[src/rtl/fmap_stream_tx.sv]
// fmap_stream_tx: reads one IMG_HEIGHT x IMG_WIDTH frame from a 1-cycle-latency RAM, emits it row-major as a pixel stream.
// Latency: start -> first RAM read 1 cycle later, first valid pixel 3 cycles later; then one pixel per cycle when unstalled.
// Backpressure: reads are throttled so FIFO entries plus the read in flight never exceed 2; output held while stalled.
//
// Ports:
//   clk, rst                  clock, synchronous active-high reset
//   start, base_addr          frame request (taken only in IDLE) and RAM address of pixel (0,0)
//   busy, done                frame in progress / one-cycle completion pulse
//   mem_rd_en, mem_addr       RAM read strobe and address
//   mem_rd_data               RAM data, valid the cycle after mem_rd_en
//   out_ready, valid_out      downstream handshake
//   pix_out, sof, eol, eof    signed pixel plus first-pixel / last-column / last-pixel markers

// Small generic FIFO: registered storage, head visible combinationally, count exported.
// Latency: a push is visible at the head the following cycle.
// Backpressure: none internally; the owner must never push when full or pop when empty.
module fmap_fifo #(
  parameter int WIDTH = 8,
  parameter int DEPTH = 2
) (
  input  logic                         clk,
  input  logic                         rst,
  input  logic                         push,
  input  logic [WIDTH-1:0]             push_dat,
  input  logic                         pop,
  output logic [WIDTH-1:0]             head_dat,
  output logic [$clog2(DEPTH+1)-1:0]   count
);
  localparam int PW = (DEPTH > 1) ? $clog2(DEPTH) : 1;
  localparam int CW = $clog2(DEPTH+1);

  logic [WIDTH-1:0] store [DEPTH];
  logic [PW-1:0]    wr_ptr;
  logic [PW-1:0]    rd_ptr;

  function automatic logic [PW-1:0] ptr_inc(input logic [PW-1:0] p);
    return (p == PW'(DEPTH-1)) ? '0 : p + 1'b1;
  endfunction

  always_ff @(posedge clk) begin
    if (rst) begin
      wr_ptr <= '0;
      rd_ptr <= '0;
      count  <= '0;
      for (int i = 0; i < DEPTH; i++) store[i] <= '0;
    end else begin
      if (push) begin
        store[wr_ptr] <= push_dat;
        wr_ptr        <= ptr_inc(wr_ptr);
      end
      if (pop) rd_ptr <= ptr_inc(rd_ptr);
      count <= count + CW'(push) - CW'(pop);
    end
  end

  assign head_dat = store[rd_ptr];
endmodule

module fmap_stream_tx #(
  parameter int IMG_WIDTH  = 32,
  parameter int IMG_HEIGHT = 32,
  parameter int PIX_BITS   = 8,
  parameter int ADDR_BITS  = 10
) (
  input  logic                        clk,
  input  logic                        rst,
  input  logic                        start,
  input  logic [ADDR_BITS-1:0]        base_addr,
  output logic                        busy,
  output logic                        done,
  output logic                        mem_rd_en,
  output logic [ADDR_BITS-1:0]        mem_addr,
  input  logic [PIX_BITS-1:0]         mem_rd_data,
  input  logic                        out_ready,
  output logic                        valid_out,
  output logic signed [PIX_BITS-1:0]  pix_out,
  output logic                        sof,
  output logic                        eol,
  output logic                        eof
);
  localparam int COL_W = $clog2(IMG_WIDTH);
  localparam int ROW_W = $clog2(IMG_HEIGHT);
  localparam int FW    = PIX_BITS + 3;

  typedef enum logic [1:0] {IDLE, STREAM, DRAIN, DONE_S} state_t;

  state_t               state, state_nxt;
  logic [COL_W-1:0]     rd_col;
  logic [ROW_W-1:0]     rd_row;
  logic [ADDR_BITS-1:0] rd_addr;
  logic                 rd_en;
  logic                 inflight;   // a read was issued last cycle; its data is on mem_rd_data now
  logic [2:0]           side_q;     // {sof,eol,eof} of the in-flight read
  logic                 last_rd;
  logic                 pop;
  logic [1:0]           fifo_count;
  logic [FW-1:0]        head;
  logic [2:0]           occ;
  logic                 sof_rd, eol_rd, eof_rd;

  assign eol_rd  = (rd_col == COL_W'(IMG_WIDTH-1));
  assign last_rd = eol_rd && (rd_row == ROW_W'(IMG_HEIGHT-1));
  assign sof_rd  = (rd_col == '0) && (rd_row == '0);
  assign eof_rd  = last_rd;

  assign pop = valid_out && out_ready;
  assign occ = {1'b0, fifo_count} + {2'b00, inflight};

  // State register
  always_ff @(posedge clk) begin
    if (rst) state <= IDLE;
    else     state <= state_nxt;
  end

  // Next state
  always_comb begin
    state_nxt = state;
    case (state)
      IDLE:    if (start)          state_nxt = STREAM;
      STREAM:  if (rd_en && last_rd) state_nxt = DRAIN;
      DRAIN:   if (pop && eof)     state_nxt = DONE_S;
      DONE_S:                      state_nxt = IDLE;
      default:                     state_nxt = IDLE;
    endcase
  end

  // Outputs. A read is allowed when the slot it will land in is guaranteed free:
  // entries held + the read in flight, minus the entry leaving this cycle, stays below 2.
  always_comb begin
    busy  = 1'b0;
    done  = 1'b0;
    rd_en = 1'b0;
    case (state)
      STREAM: begin
        busy  = 1'b1;
        rd_en = (occ < (3'd2 + {2'b00, pop}));
      end
      DRAIN:  busy = 1'b1;
      DONE_S: begin
        busy = 1'b1;
        done = 1'b1;
      end
      default: ;
    endcase
  end

  // Read-side address and raster position
  always_ff @(posedge clk) begin
    if (rst) begin
      rd_addr  <= '0;
      rd_col   <= '0;
      rd_row   <= '0;
      inflight <= 1'b0;
      side_q   <= '0;
    end else begin
      inflight <= rd_en;
      if (state == IDLE && start) begin
        rd_addr <= base_addr;
        rd_col  <= '0;
        rd_row  <= '0;
      end else if (rd_en) begin
        rd_addr <= rd_addr + 1'b1;   // wraps naturally at ADDR_BITS
        side_q  <= {sof_rd, eol_rd, eof_rd};
        if (eol_rd) begin
          rd_col <= '0;
          rd_row <= rd_row + 1'b1;
        end else begin
          rd_col <= rd_col + 1'b1;
        end
      end
    end
  end

  assign mem_rd_en = rd_en;
  assign mem_addr  = rd_addr;

  fmap_fifo #(.WIDTH(FW), .DEPTH(2)) u_fifo (
    .clk      (clk),
    .rst      (rst),
    .push     (inflight),
    .push_dat ({side_q, mem_rd_data}),
    .pop      (pop),
    .head_dat (head),
    .count    (fifo_count)
  );

  assign valid_out = (fifo_count != 2'd0);
  assign pix_out   = head[PIX_BITS-1:0];
  assign sof       = head[FW-1];
  assign eol       = head[FW-2];
  assign eof       = head[FW-3];
endmodule
[config.mk]
export PLATFORM = sky130hd
export DESIGN_NAME = fmap_stream_tx
export DESIGN_NICKNAME = d
export VERILOG_FILES = /design/src/rtl/fmap_stream_tx.sv
export SDC_FILE = /design/constraint.sdc
export NUM_CORES = 1
export LEC_CHECK = 0
export BUFFER_PORTS_ARGS = -buffer_cell sky130_fd_sc_hd__buf_4
export CAP_MARGIN = 10
export CORE_UTILIZATION = 51
export DETAILED_ROUTE_END_ITERATION = 12
export PLACE_DENSITY = 0.78
export REMOVE_ABC_BUFFERS = 1
export SLEW_MARGIN = 5
export SYNTH_ARGS = -nofsm -noshare
export SYNTH_HDL_FRONTEND = slang
export SYNTH_HIERARCHICAL = 1
export SYNTH_SLANG_ARGS = --single-unit
[constraint.sdc]
create_clock -name clk -period 1.85 [get_ports clk]
set_input_delay 0 -clock clk [delete_from_list [all_inputs] [get_ports clk]]
set_output_delay 0 -clock clk [all_outputs]
set_load 0.005 [all_outputs]
==> parameters.txt, run 1 <==
Parameter                              Value

CTS
  Number of buffers on the longest clock path    2
  Number of sinks on the clock net    53
  Clock insertion delay at the later pin of the skew report    about 0.31 ns
  # H-tree levels    2
  Number of clock buffers inserted by TritonCTS    5
  Post-CTS Setup Bufs    0
  Root Buffer    sky130_fd_sc_hd__clkbuf_8
  Clock transition at the registers of the reported paths    0.10 ns
  CTS tree    done

Yosys
  Complex-gate fraction of the synthesized area    0.157
  Most frequently used flop master after synthesis    sky130_fd_sc_hd__dfxtp_1
  Synthesized area per cell    9.93 sq um
  Post-synth top area share    0.237
  Synthesized-area fraction occupied by xor and xnor cells    0.0112
  Register area share after synthesis    0.459
  Async set-or-reset flop fraction in the synthesized netlist    0
  Dominant combinational cell family by area after synthesis    simple AND/OR/NAND/NOR gates
  Number of different library cells in the post-synthesis netlist    41
  Proportion of synthesized area in mux cells    0.0444
  Number of instances in the synthesized netlist    281
  Synth Cell Area    0.00279 sq mm
  Synthesized flop and latch total    53
  Number of warnings printed during yosys synthesis    6
  Post-synth EDFFs    22
  Fraction of the mapped netlist area in adder cells    0.0717
  Largest cells by area after synthesis    sky130_fd_sc_hd__edfxtp_1 (24%), sky130_fd_sc_hd__dfxtp_1 (22%), sky130_fd_sc_hd__ha_1 (7.2%), sky130_fd_sc_hd__mux2_2 (4.4%), sky130_fd_sc_hd__nor2_1 (4.0%)
  Simple-gate share of the synthesized area    0.201
  Largest area contributor in the synthesized netlist    sky130_fd_sc_hd__edfxtp_1

Timing
  Number of setup violations in the final report    0
  Final hold vios    1
  Worst slew margin    0.620
  Ratio of final minimum period to clock period    0.981
  Worst Skew    0.00555 ns
  Timing-limited maximum frequency    551 MHz
  Worst-case hold slack    -0.00000711 ns
  Minimum clock period after layout    1.82 ns
  Unrepaired setup endpoints after global routing    true
  PnR worst setup slack    0.0347 ns
  Tightest Pin Transition    0.571 ns
  Number of pins with negative max-slew slack in the final report    0

Pwr
  Leakage power    1.36 nW
  Design Power    0.00373 W
  Peak supply drop    0.574 mV
  Power density cells    1070 mW/mm^2

Layout
  Fill cell total of the finished layout    405
  Diodes inserted    0
  Most frequent standard cell in the layout excluding fill and tap cells    sky130_fd_sc_hd__buf_4
  Final non-filler cell total    414
  Multi-input logic area    0.00142 sq mm
  Most used cells in the layout excluding fill and tap cells    sky130_fd_sc_hd__buf_4 (65), sky130_fd_sc_hd__dfxtp_1 (31), sky130_fd_sc_hd__nor2_1 (30), sky130_fd_sc_hd__edfxtp_1 (22)
  FF/Latch Area    approximately 0.0013 sq mm
  Share of cells above drive strength 1    0.288
  Number of nets in the final layout    approximately 380
  Area grow syn2layout    24.6%

Global routing
  Antenna violations before repair    0
  Total GRT Usage    0.216
  Global-route wire length before repair    ~10,000 microns
  Maximum number of pins on one net before global-route repair    29
  Vias in the first global route    2,311
  Global-route congestion overflow total    0

Setup path
  Crit. End Element    register
  Launching element type of the critical path    register
  Required @ worst endpoint    2.05 ns
  Critical path type    reg -> reg
  Arrival time reported for the critical path endpoint    2.01 ns
  Highest net fanout along the worst path    4

Die
  Chip Width    76.0 microns
  Die H    76.0 microns
  Core area    0.00517 sq mm
  Starting density of the core    0.539
  Count of standard-cell rows    26
  Area of the die    slightly below 0.006 sq mm
  # IOs    47

Routing
  Pre-Repair DR Iteration Count    5
  Routed WL per cell    about 15 microns
  Post-DRT Antenna Nets    0
  Drt via density    5.88
  Starting DRC count in detailed routing    approximately 190
  Sum of routed wire length over all layers    6240 microns
  Vias after detailed routing    between 2,000 and 2,500
  Drc violations    0

Placed design
  IO buf count    46
  Worst slack at placement    -0.0321 ns
  Placer Congestion    0.777
  Hpwl dp    4200 microns
  Placed Cells incl. Taps    400

Min path
  Class of the tightest hold or removal check    in -> reg

Outcome
  Violations in the final reports    negative hold slack
  Status    complete, but fails checks

Flow run
  Total of max-cap violations    0
## kinds of logic after synthesis
group | Yosys count
mux | 11
buf+inv | 32
xor+xnor | 2
flops | 53
compound gates | 65
fa+ha+maj | 16
simple gates | 102
## per-layer routing
metal | share of wire | vias to the layer above | track usage
met2 | 0.52 | 82 | 0.388
met1 | 0.42 | 1167 | 0.264
li1 | - | 1175 | -
met4 | 0.0095 | 0 | 0.0731
met5 | 0 | - | 0
met3 | 0.050 | 9 | 0.0325
## worst paths after layout
| kind | start | endpoint | slack, ns | cells after the start |
|---|---|---|---|---|
| worst min-delay path | base_addr[8] | mem_addr[8]$_SDFFE_PP0P_ | -0.000007 | 3 |
| worst min register to register | side_q[1]$_SDFFE_PP0P_ | side_q[1]$_SDFFE_PP0P_ | 0.51 | 2 |
| worst max register to register | inflight$_SDFF_PP0_ | state[0]$_SDFFE_PP0P_ | 0.03 | 5 |
| worst max-delay path | inflight$_SDFF_PP0_ | state[0]$_SDFFE_PP0P_ | 0.03 | 5 |
## worst max-delay path: stages, from the launching register on
cell	delay (ns)
sky130_fd_sc_hd__dfxtp_1	0.37
sky130_fd_sc_hd__ha_2	0.20
sky130_fd_sc_hd__ha_4	0.21
sky130_fd_sc_hd__or2_2	0.29
sky130_fd_sc_hd__o221a_2	0.29
sky130_fd_sc_hd__o41ai_1	0.34
## stage by stage
step,setup TNS (ns),area (sq um),utilization
finish,0,3480,0.672
CTS,0,3440,0.664
global placement,0,3270,0.632
detailed placement,-0.0517,3270,0.632
global route,-0.0372,3480,0.672
floorplan,-0.930,2700,-
## cells in the mapped netlist, drive strengths merged, types with 3 or more instances
cell	n
a21oi	10
a31oi	9
and3	3
buf	8
clkbuf	8
dfxtp	31
edfxtp	22
ha	16
inv	16
mux2	11
nand2	9
nand2b	16
nand3	9
nand4	10
nor2	30
nor4	3
o211ai	4
o21ai	18
o31ai	12
o41ai	4
or3	3
or4	9
## report_power, final
part	internal [W]	switching [W]	total, W
sequential	0.00141	0.000157	0.00157
clock	0.000276	0.000405	0.000681
combinational	0.000725	0.000751	0.00148
## registers in the layout (all words and copies together) (netlist names), named ones only
name and count:
rd_col 5, u_fifo/store 22, rd_row 5, inflight 1, mem_addr 10, u_fifo/count 2
side_q 3, u_fifo/rd_ptr 1, state 2, u_fifo/wr_ptr 1
## area by class of cell
cell class              count  area share
clock buffers               5      0.0198
clock inverters             3     0.00720
inverters                  16      0.0173
multi-input cells         197       0.407
flip-flops and latches     53       0.368
well taps                  70      0.0252
repair buffers             70       0.155
## timing repair
| item | CTS | global route |
|---|---|---|
| hold endpoints to repair | 5 | 0 |
| hold buffers | 5 | 0 |
| setup endpoints to repair | 4 | 9 |
| gates cloned | 0 | 1 |
| pin swaps | 0 | 1 |
| gates resized for setup | 4 | 6 |
Power figures use the tool's default switching activity.
==> run 2, diff against run 1 <==
--- a/config.mk
+++ b/config.mk
@@ -5,8 +5,10 @@
 export SDC_FILE = /design/constraint.sdc
 export NUM_CORES = 1
 export LEC_CHECK = 0
+export ABC_AREA = 1
 export BUFFER_PORTS_ARGS = -buffer_cell sky130_fd_sc_hd__buf_4
 export CAP_MARGIN = 10
+export CORE_MARGIN = 2
 export CORE_UTILIZATION = 51
 export DETAILED_ROUTE_END_ITERATION = 12
 export PLACE_DENSITY = 0.78
==> run 2 against run 1 <==
  * Global-route usage down 3.5 points
  * Count of clock-buffer cells in the layout increased by 1
  * Synthesized area rose by 2.8%
  * The run now ends clean
  * Via count shrank 5.4%
  * Worst setup slack gained 0.11 ns
  * Wire length shrank 14%
  * Clock skew increased by 0.0036 ns
  * Critical path type is now reg -> out
  * Power shrank 0.27%
==> parameters.txt, run 2 <==
Parameter                              Value

CTS
  CTS tree    done
  Clock insertion delay at the later pin of the skew report    0.31 ns (about the same)
  # H-tree levels    2 (unchanged)
  Number of buffers on the longest clock path    2 (unchanged)
  Root Buffer    sky130_fd_sc_hd__clkbuf_8
  Number of clock buffers inserted by TritonCTS    5 (unchanged)
  Number of sinks on the clock net    53 (unchanged)
  Clock transition at the registers of the reported paths    0.10 ns (about the same)

Global routing
  Global-route congestion overflow total    0 (unchanged)
  Vias in the first global route    2,139 (-7.4%)
  Antenna violations before repair    0 (unchanged)
  Total GRT Usage    0.182 (-0.0346)
  Global-route wire length before repair    9140 microns (-11%)
  Maximum number of pins on one net before global-route repair    20 (-31%)

Layout
  Flip-flop count of the largest register after layout    22 (unchanged)
  Most flops, register    u_fifo/store
  Most frequent standard cell in the layout excluding fill and tap cells    sky130_fd_sc_hd__nand2_1
  Diodes inserted    0 (unchanged)
  Most used cells in the layout excluding fill and tap cells    sky130_fd_sc_hd__nand2_1 (61), sky130_fd_sc_hd__buf_4 (52), sky130_fd_sc_hd__inv_1 (46), sky130_fd_sc_hd__nor2_1 (40), sky130_fd_sc_hd__dfxtp_1 (31)
  Area grow syn2layout    18.2%
  Design area    0.00339 sq mm (-2.6%)
  Number of nets in the final layout    427 (+12%)
  Share of cells above drive strength 1    0.259 (-0.0288)
  Final core utilization    0.619 (-0.0531)

Yosys
  Most numerous cell in the Yosys netlist    sky130_fd_sc_hd__nand2_1
  Number of instances in the synthesized netlist    336 (+20%)
  Register area share after synthesis    0.447 (-0.0124)
  Async set-or-reset flop fraction in the synthesized netlist    0 (unchanged)
  Synth Cell Area    0.00287 sq mm (+2.8%)
  Post-synth EDFFs    22 (unchanged)
  Top cells by instance count after synthesis    sky130_fd_sc_hd__nand2_1 (61), sky130_fd_sc_hd__inv_1 (46), sky130_fd_sc_hd__nor2_1 (40)
  Number of different library cells in the post-synthesis netlist    33 (-20%)
  Number of warnings printed during yosys synthesis    6 (unchanged)
  Largest cells by area after synthesis    sky130_fd_sc_hd__edfxtp_1 (23%), sky130_fd_sc_hd__dfxtp_1 (22%), sky130_fd_sc_hd__nand2_1 (8.0%), sky130_fd_sc_hd__ha_1 (7.0%), sky130_fd_sc_hd__inv_1 (6.0%)
  Largest area contributor in the synthesized netlist    sky130_fd_sc_hd__edfxtp_1
  Synthesized area per cell    8.53 sq um (-14%)
  Post-synth top area share    0.230 (-0.00640)
  Synthesized flop and latch total    53 (unchanged)
  Most frequently used flop master after synthesis    sky130_fd_sc_hd__dfxtp_1

Timing
  Number of pins with negative max-slew slack in the final report    0 (unchanged)
  Number of setup violations in the final report    0 (unchanged)
  Worst-case hold slack    0.00112 ns (+0.00112 ns)
  Final hold vios    0 (-1)
  Worst Skew    0.00911 ns (+0.00356 ns)
  Worst slew margin    0.677 (+0.0574)
  Minimum clock period after layout    1.70 ns (-0.111 ns)
  Timing-limited maximum frequency    587 MHz (+6.5%)
  PnR worst setup slack    0.145 ns (+0.111 ns)
  Ratio of final minimum period to clock period    0.921 (-0.0598)
  Tightest Pin Transition    0.483 ns (-0.0872 ns)

Outcome
  Status    finished, final reports clean

Min path
  Hold path startpoint    mem_rd_data[2]
  Worst hold stages    3 (unchanged)
  Class of the tightest hold or removal check    in -> reg
  Destination of the worst hold path    u_fifo/store[0][2]$_SDFFCE_PN0P_

Routing
  Routed WL per cell    11.6 microns (-23%)
  Post-DRT Antenna Nets    0 (unchanged)
  Drc violations    0 (unchanged)
  Drt via density    4.98 (-15%)
  Starting DRC count in detailed routing    67 (-64%)
  Sum of routed wire length over all layers    5360 microns (-14%)
  Vias after detailed routing    2,302 (-5.4%)
  Pre-Repair DR Iteration Count    4 (-1)

Setup path
  Highest net fanout along the worst path    19 (+15)
  Setup slack of the most critical reg-to-reg path    0.21 ns (+0.18 ns)
  Launching element type of the critical path    register
  Required @ worst endpoint    1.85 ns (-0.20 ns)
  Crit. End Element    output pin
  Count of cells along the worst register-to-register path    7 (+2)
  Arrival time reported for the critical path endpoint    1.70 ns (-0.31 ns)
  Startpoint of the lowest-slack register-to-register path    state[0]$_SDFFE_PP0P_
  End of the worst register-to-register path    rd_col[3]$_SDFFE_PP0P_
  Critical path type    reg -> out

Pwr
  Share of total power in sequential cells    0.429 (+0.008)
  Clock share of power    0.170 (-0.013)
  Leakage power    1.49 nW (+9.8%)
  Total internal power    0.00234 W (-3.3%)
  Switching power of the nets    0.00138 W (+5.3%)
  Power density cells    1100 mW/mm^2 (+2.3%)
  Part of the power in combinational logic    0.402 (+0.006)
  Peak supply drop    0.522 mV (-9.2%)
  Net switching fraction of the power    0.372 (+0.0196)

Die
  Count of standard-cell rows    27 (+3.8%)
  Core area    0.00547 sq mm (+5.8%)
  Area of the die    0.00624 sq mm (+8.1%)
  Chip Width    79.0 microns (+4.0%)
  Starting density of the core    0.524 (-0.0154)
  Die H    79.0 microns (+4.0%)
  # IOs    47 (unchanged)

Flow run
  Total of max-cap violations    0 (unchanged)

Placed design
  Hpwl dp    3920 microns (-6.8%)
  Post-place instance area    0.00327 sq mm (about the same)
  Placer Congestion    0.846 (+8.8%)
  IO buf count    46 (unchanged)
  Worst slack at placement    0.194 ns (+0.226 ns)
run 2: cell types whose count changed in the layout (fill, tap and decap cells not counted), sizes merged, moves of 13 or more:
cell    delta
buf       -13
inv       +32
nand2     +59
nand2b    -16
nand3     +18
nor2      +22
run 2: critical path: stages (launching register included):
cell	delay, ns
sky130_fd_sc_hd__dfxtp_1	0.36
sky130_fd_sc_hd__ha_1	0.21
sky130_fd_sc_hd__ha_1	0.24
sky130_fd_sc_hd__nor2_8	0.23
sky130_fd_sc_hd__nand2_8	0.13
sky130_fd_sc_hd__inv_2	0.11
sky130_fd_sc_hd__buf_4	0.11
run 2: worst max-delay path by stage:
stage,start,endpoint,depth (start not counted)
floorplan,rd_col[0]$_SDFFE_PP0P_,state[0]$_SDFFE_PP0P_,11
global placement,rd_col[0]$_SDFFE_PP0P_,state[0]$_SDFFE_PP0P_,11
detailed placement,rd_col[0]$_SDFFE_PP0P_,state[1]$_SDFFE_PP0P_,11
CTS,inflight$_SDFF_PP0_,mem_rd_en,6
global route,rd_col[0]$_SDFFE_PP0P_,state[1]$_SDFFE_PP0P_,11
finish,inflight$_SDFF_PP0_,mem_rd_en,6
run 2: layout make-up:
cell class              instances  area, sq um
clock buffers                   6         72.6
inverters                      50          188
repair buffers                 53          400
flip-flops and latches         53         1280
multi-input cells             226         1350
fillers                       493         2080
clock inverters                 2         11.3
well taps                      72         90.1
run 2: metrics by stage:
step	TNS, ns	std cells	power (W)
final	0	462	0.00372
after global routing	-0.00204	462	0.00400
after CTS	0	460	0.00374
after detailed placement	0	451	0.00312
after global placement	0	451	0.00307
after floorplan	0	329	0.00258
run 2: per-layer routing:
layer	global-route usage	wire, microns	vias up
met2	0.319	2660	53
met3	0.0330	292	5
met5	0	0	-
met4	0.0672	53	0
met1	0.221	2350	1058
li1	-	-	1186
run 2: repair_timing:
item	in CTS	in global routing
endpoints found under the setup margin	0	2
hold buffers	1	0
buffers inserted	0	2
resized for setup	0	2
hold endpoints to repair	1	0
run 2: power groups by stage:
stage               clock (W)  combinational (W)  sequential [W]
global route         0.000703            0.00168         0.00162
global placement            0            0.00146         0.00161
floorplan                   0           0.000978         0.00160
CTS                  0.000641            0.00151         0.00159
detailed placement          0            0.00150         0.00162
finish               0.000631            0.00149         0.00159
run 2: logic make-up (layout without fill, tap and decap cells):
| group | after synthesis | count (layout) | synth area share |
|---|---|---|---|
| AND/OR/NAND/NOR | 157 | 157 | 0.270 |
| XOR/XNOR | 6 | 6 | 0.0183 |
| adder cells (fa/ha/maj) | 16 | 16 | 0.0698 |
| flip-flops | 53 | 53 | 0.447 |
| buffers and inverters | 57 | 111 | 0.0868 |
| AO/OA/AOI/OAI | 36 | 36 | 0.0650 |
| multiplexers | 11 | 11 | 0.0432 |
==> run 3, diff against run 2 <==
--- a/config.mk
+++ b/config.mk
@@ -11,7 +11,7 @@
 export CORE_MARGIN = 2
 export CORE_UTILIZATION = 51
 export DETAILED_ROUTE_END_ITERATION = 12
-export PLACE_DENSITY = 0.78
+export PLACE_DENSITY_LB_ADDON = 0.3
 export REMOVE_ABC_BUFFERS = 1
 export SLEW_MARGIN = 5
 export SYNTH_ARGS = -nofsm -noshare
==> run 3 against run 2 <==
  * Cell count is 0.43% higher
  * Via count is 1.3% lower
  * Clock power is 21% higher
  * Wire length is 1.0% higher
  * Core utilization is 0.69 points higher
  * Power is 3.8% higher
  * First-iteration DRC count is 73% higher
  * Global-route usage is 0.18 points higher
  * Flip-flop and latch count stayed put
  * Register-to-register slack hardly changed
  * Largest cell class unchanged
  * Highest routed layer unchanged
==> parameters.txt, run 3 (synthesized netlist as in run 2, its figures left out) <==
Parameter                              Value

Min path
  Class of the tightest hold or removal check    in -> reg

Timing
  Ratio of final minimum period to clock period    0.928 (+0.00636)
  Worst slew margin    0.674 (-0.00334)
  Final hold vios    0 (unchanged)
  Unrepaired setup endpoints after global routing    false
  Worst Skew    0.00694 ns (-0.00217 ns)
  Timing-limited maximum frequency    583 MHz (-0.69%)
  Tightest Pin Transition    0.488 ns (+0.00499 ns)
  PnR worst setup slack    0.134 ns (-0.0118 ns)
  Number of pins with negative max-slew slack in the final report    0 (unchanged)
  Minimum clock period after layout    1.72 ns (+0.0118 ns)
  Number of setup violations in the final report    0 (unchanged)
  Sum Neg Setup Slack    0 ns (unchanged)

Setup path
  Slowest library cell on the worst path    sky130_fd_sc_hd__dfxtp_1
  Peak per-stage delay on the critical path    0.37 ns (about the same)
  Launching element type of the critical path    register
  Highest net fanout along the worst path    19 (unchanged)
  Setup slack of the most critical reg-to-reg path    0.22 ns (about the same)
  Required @ worst endpoint    1.85 ns (about the same)
  Most Frequent Cell on Critical Path    sky130_fd_sc_hd__ha_1
  Critical path type    reg -> out
  Arrival time reported for the critical path endpoint    1.72 ns (+0.02 ns)
  Crit. End Element    output pin
  Ordered list of cells on the worst path    ha_1, ha_1, nor2_8, nand2_8, inv_2, buf_4

CTS
  Number of sinks on the clock net    53 (unchanged)
  CTS tree    done
  Clock insertion delay at the later pin of the skew report    0.30 ns (about the same)
  Number of buffers on the longest clock path    2 (unchanged)
  Number of clock buffers inserted by TritonCTS    5 (unchanged)
  Clock transition at the registers of the reported paths    0.09 ns (about the same)
  Root Buffer    sky130_fd_sc_hd__clkbuf_8
  # H-tree levels    2 (unchanged)
  Cells resized by post-CTS repair    0 (unchanged)

Pwr
  Leakage power    1.51 nW (+1.6%)
  Peak supply drop    0.598 mV (+15%)
  Power density cells    1130 mW/mm^2 (+2.6%)
  Design Power    0.00386 W (+3.8%)

Layout
  Design area    0.00343 sq mm (+1.1%)
  Diodes inserted    0 (unchanged)
  Most frequent standard cell in the layout excluding fill and tap cells    sky130_fd_sc_hd__nand2_1
  Final non-filler cell total    464 (+0.43%)
  Flip-flop count of the largest register after layout    22 (unchanged)
  Number of nets in the final layout    429 (+0.47%)
  Area grow syn2layout    19.5%
  Fill cell total of the finished layout    492 (-0.20%)
  Share of cells above drive strength 1    0.250 (-0.00897)
  Most used cells in the layout excluding fill and tap cells    sky130_fd_sc_hd__nand2_1 (61), sky130_fd_sc_hd__buf_4 (51), sky130_fd_sc_hd__inv_1 (46), sky130_fd_sc_hd__nor2_1 (40), sky130_fd_sc_hd__dfxtp_1 (31)
  Most flops, register    u_fifo/store

Global routing
  Vias in the first global route    2,174 (+1.6%)
  Total GRT Usage    0.183 (+0.00183)
  Global-route congestion overflow total    0 (unchanged)
  Antenna violations before repair    0 (unchanged)
  Maximum number of pins on one net before global-route repair    20 (unchanged)
  Global-route wire length before repair    9090 microns (-0.45%)

Die
  Chip Width    79.0 microns (unchanged)
  Starting density of the core    0.524 (unchanged)
  Die H    79.0 microns (unchanged)
  Count of standard-cell rows    27 (unchanged)
  # IOs    47 (unchanged)
  Core area    0.00547 sq mm (unchanged)
  Area of the die    0.00624 sq mm (unchanged)

Placed design
  Placed Cells incl. Taps    452 (+0.22%)
  IO buf count    46 (unchanged)
  Worst slack at placement    0.231 ns (+0.0373 ns)
  Placer Congestion    0.783 (-7.4%)
  Hpwl dp    3940 microns (+0.51%)
  Post-place instance area    0.00328 sq mm (+0.23%)

Routing
  Starting DRC count in detailed routing    116 (+73%)
  Drc violations    0 (unchanged)
  Vias after detailed routing    2,272 (-1.3%)
  Post-DRT Antenna Nets    0 (unchanged)
  Pre-Repair DR Iteration Count    4 (unchanged)
  Sum of routed wire length over all layers    5420 microns (+1.0%)
  Routed WL per cell    11.7 microns (+0.61%)
  Drt via density    4.90 (-1.7%)

Flow run
  Total of max-cap violations    0 (unchanged)

Outcome
  Status    finished, final reports clean
## run 3: repair_timing
item                                   4_1_cts  5_1_grt
hold buffers                                 4        0
setup buffers                                0        0
endpoints found under the hold margin        7        0
## run 3: area by class of cell
| cell class | count | area, sq um | share of cell area |
|---|---|---|---|
| multi-input combinational | 226 | 1340 | 0.390 |
| sequential | 53 | 1280 | 0.374 |
| timing repair buffer | 55 | 423 | 0.123 |
| inverter | 50 | 188 | 0.0548 |
| tap | 72 | 90.1 | 0.0263 |
| clock buffer | 6 | 72.6 | 0.0212 |
| clock inverter | 2 | 33.8 | 0.00986 |
## run 3: routing by layer
layer  GRT usage  vias up  share of wire
met1       0.209     1027           0.42
li1            -     1188              -
met3      0.0375        8          0.047
met2       0.336       49           0.51
met4      0.0690        0          0.016
met5           0        -              0
## run 3: worst paths after layout
kind                               start  cells past startpoint                  endpoint
setup / recovery     inflight$_SDFF_PP0_                      6                 mem_rd_en
setup reg to reg  rd_col[0]$_SDFFE_PP0P_                     11     state[0]$_SDFFE_PP0P_
hold reg to reg   rd_row[3]$_SDFFE_PP0P_                      2    rd_row[3]$_SDFFE_PP0P_
hold / removal              base_addr[6]                      3  mem_addr[6]$_SDFFE_PP0P_
## run 3: worst max-delay path, delay by kind of cell (launching register included)
family        cells  cell delay [ns]
fa+ha+maj         2             0.46
flops             1             0.37
buf+inv           2             0.22
simple gates      2             0.36
## run 3: per-stage QoR
stage / utilization / hold slack [ns]
6_report: 0.626 / 0.00962
5_1_grt: 0.626 / 0.00771
4_1_cts: 0.626 / 0.00411
3_5_place_dp: 0.599 / 0.314
3_3_place_gp: 0.599 / 0.305
2_1_floorplan: - / 0.0691
## run 3: where the power goes
| part | internal, W | switching (W) |
|---|---|---|
| Combinational | 0.000668 | 0.000835 |
| Clock | 0.000400 | 0.000363 |
| Sequential | 0.00141 | 0.000183 |
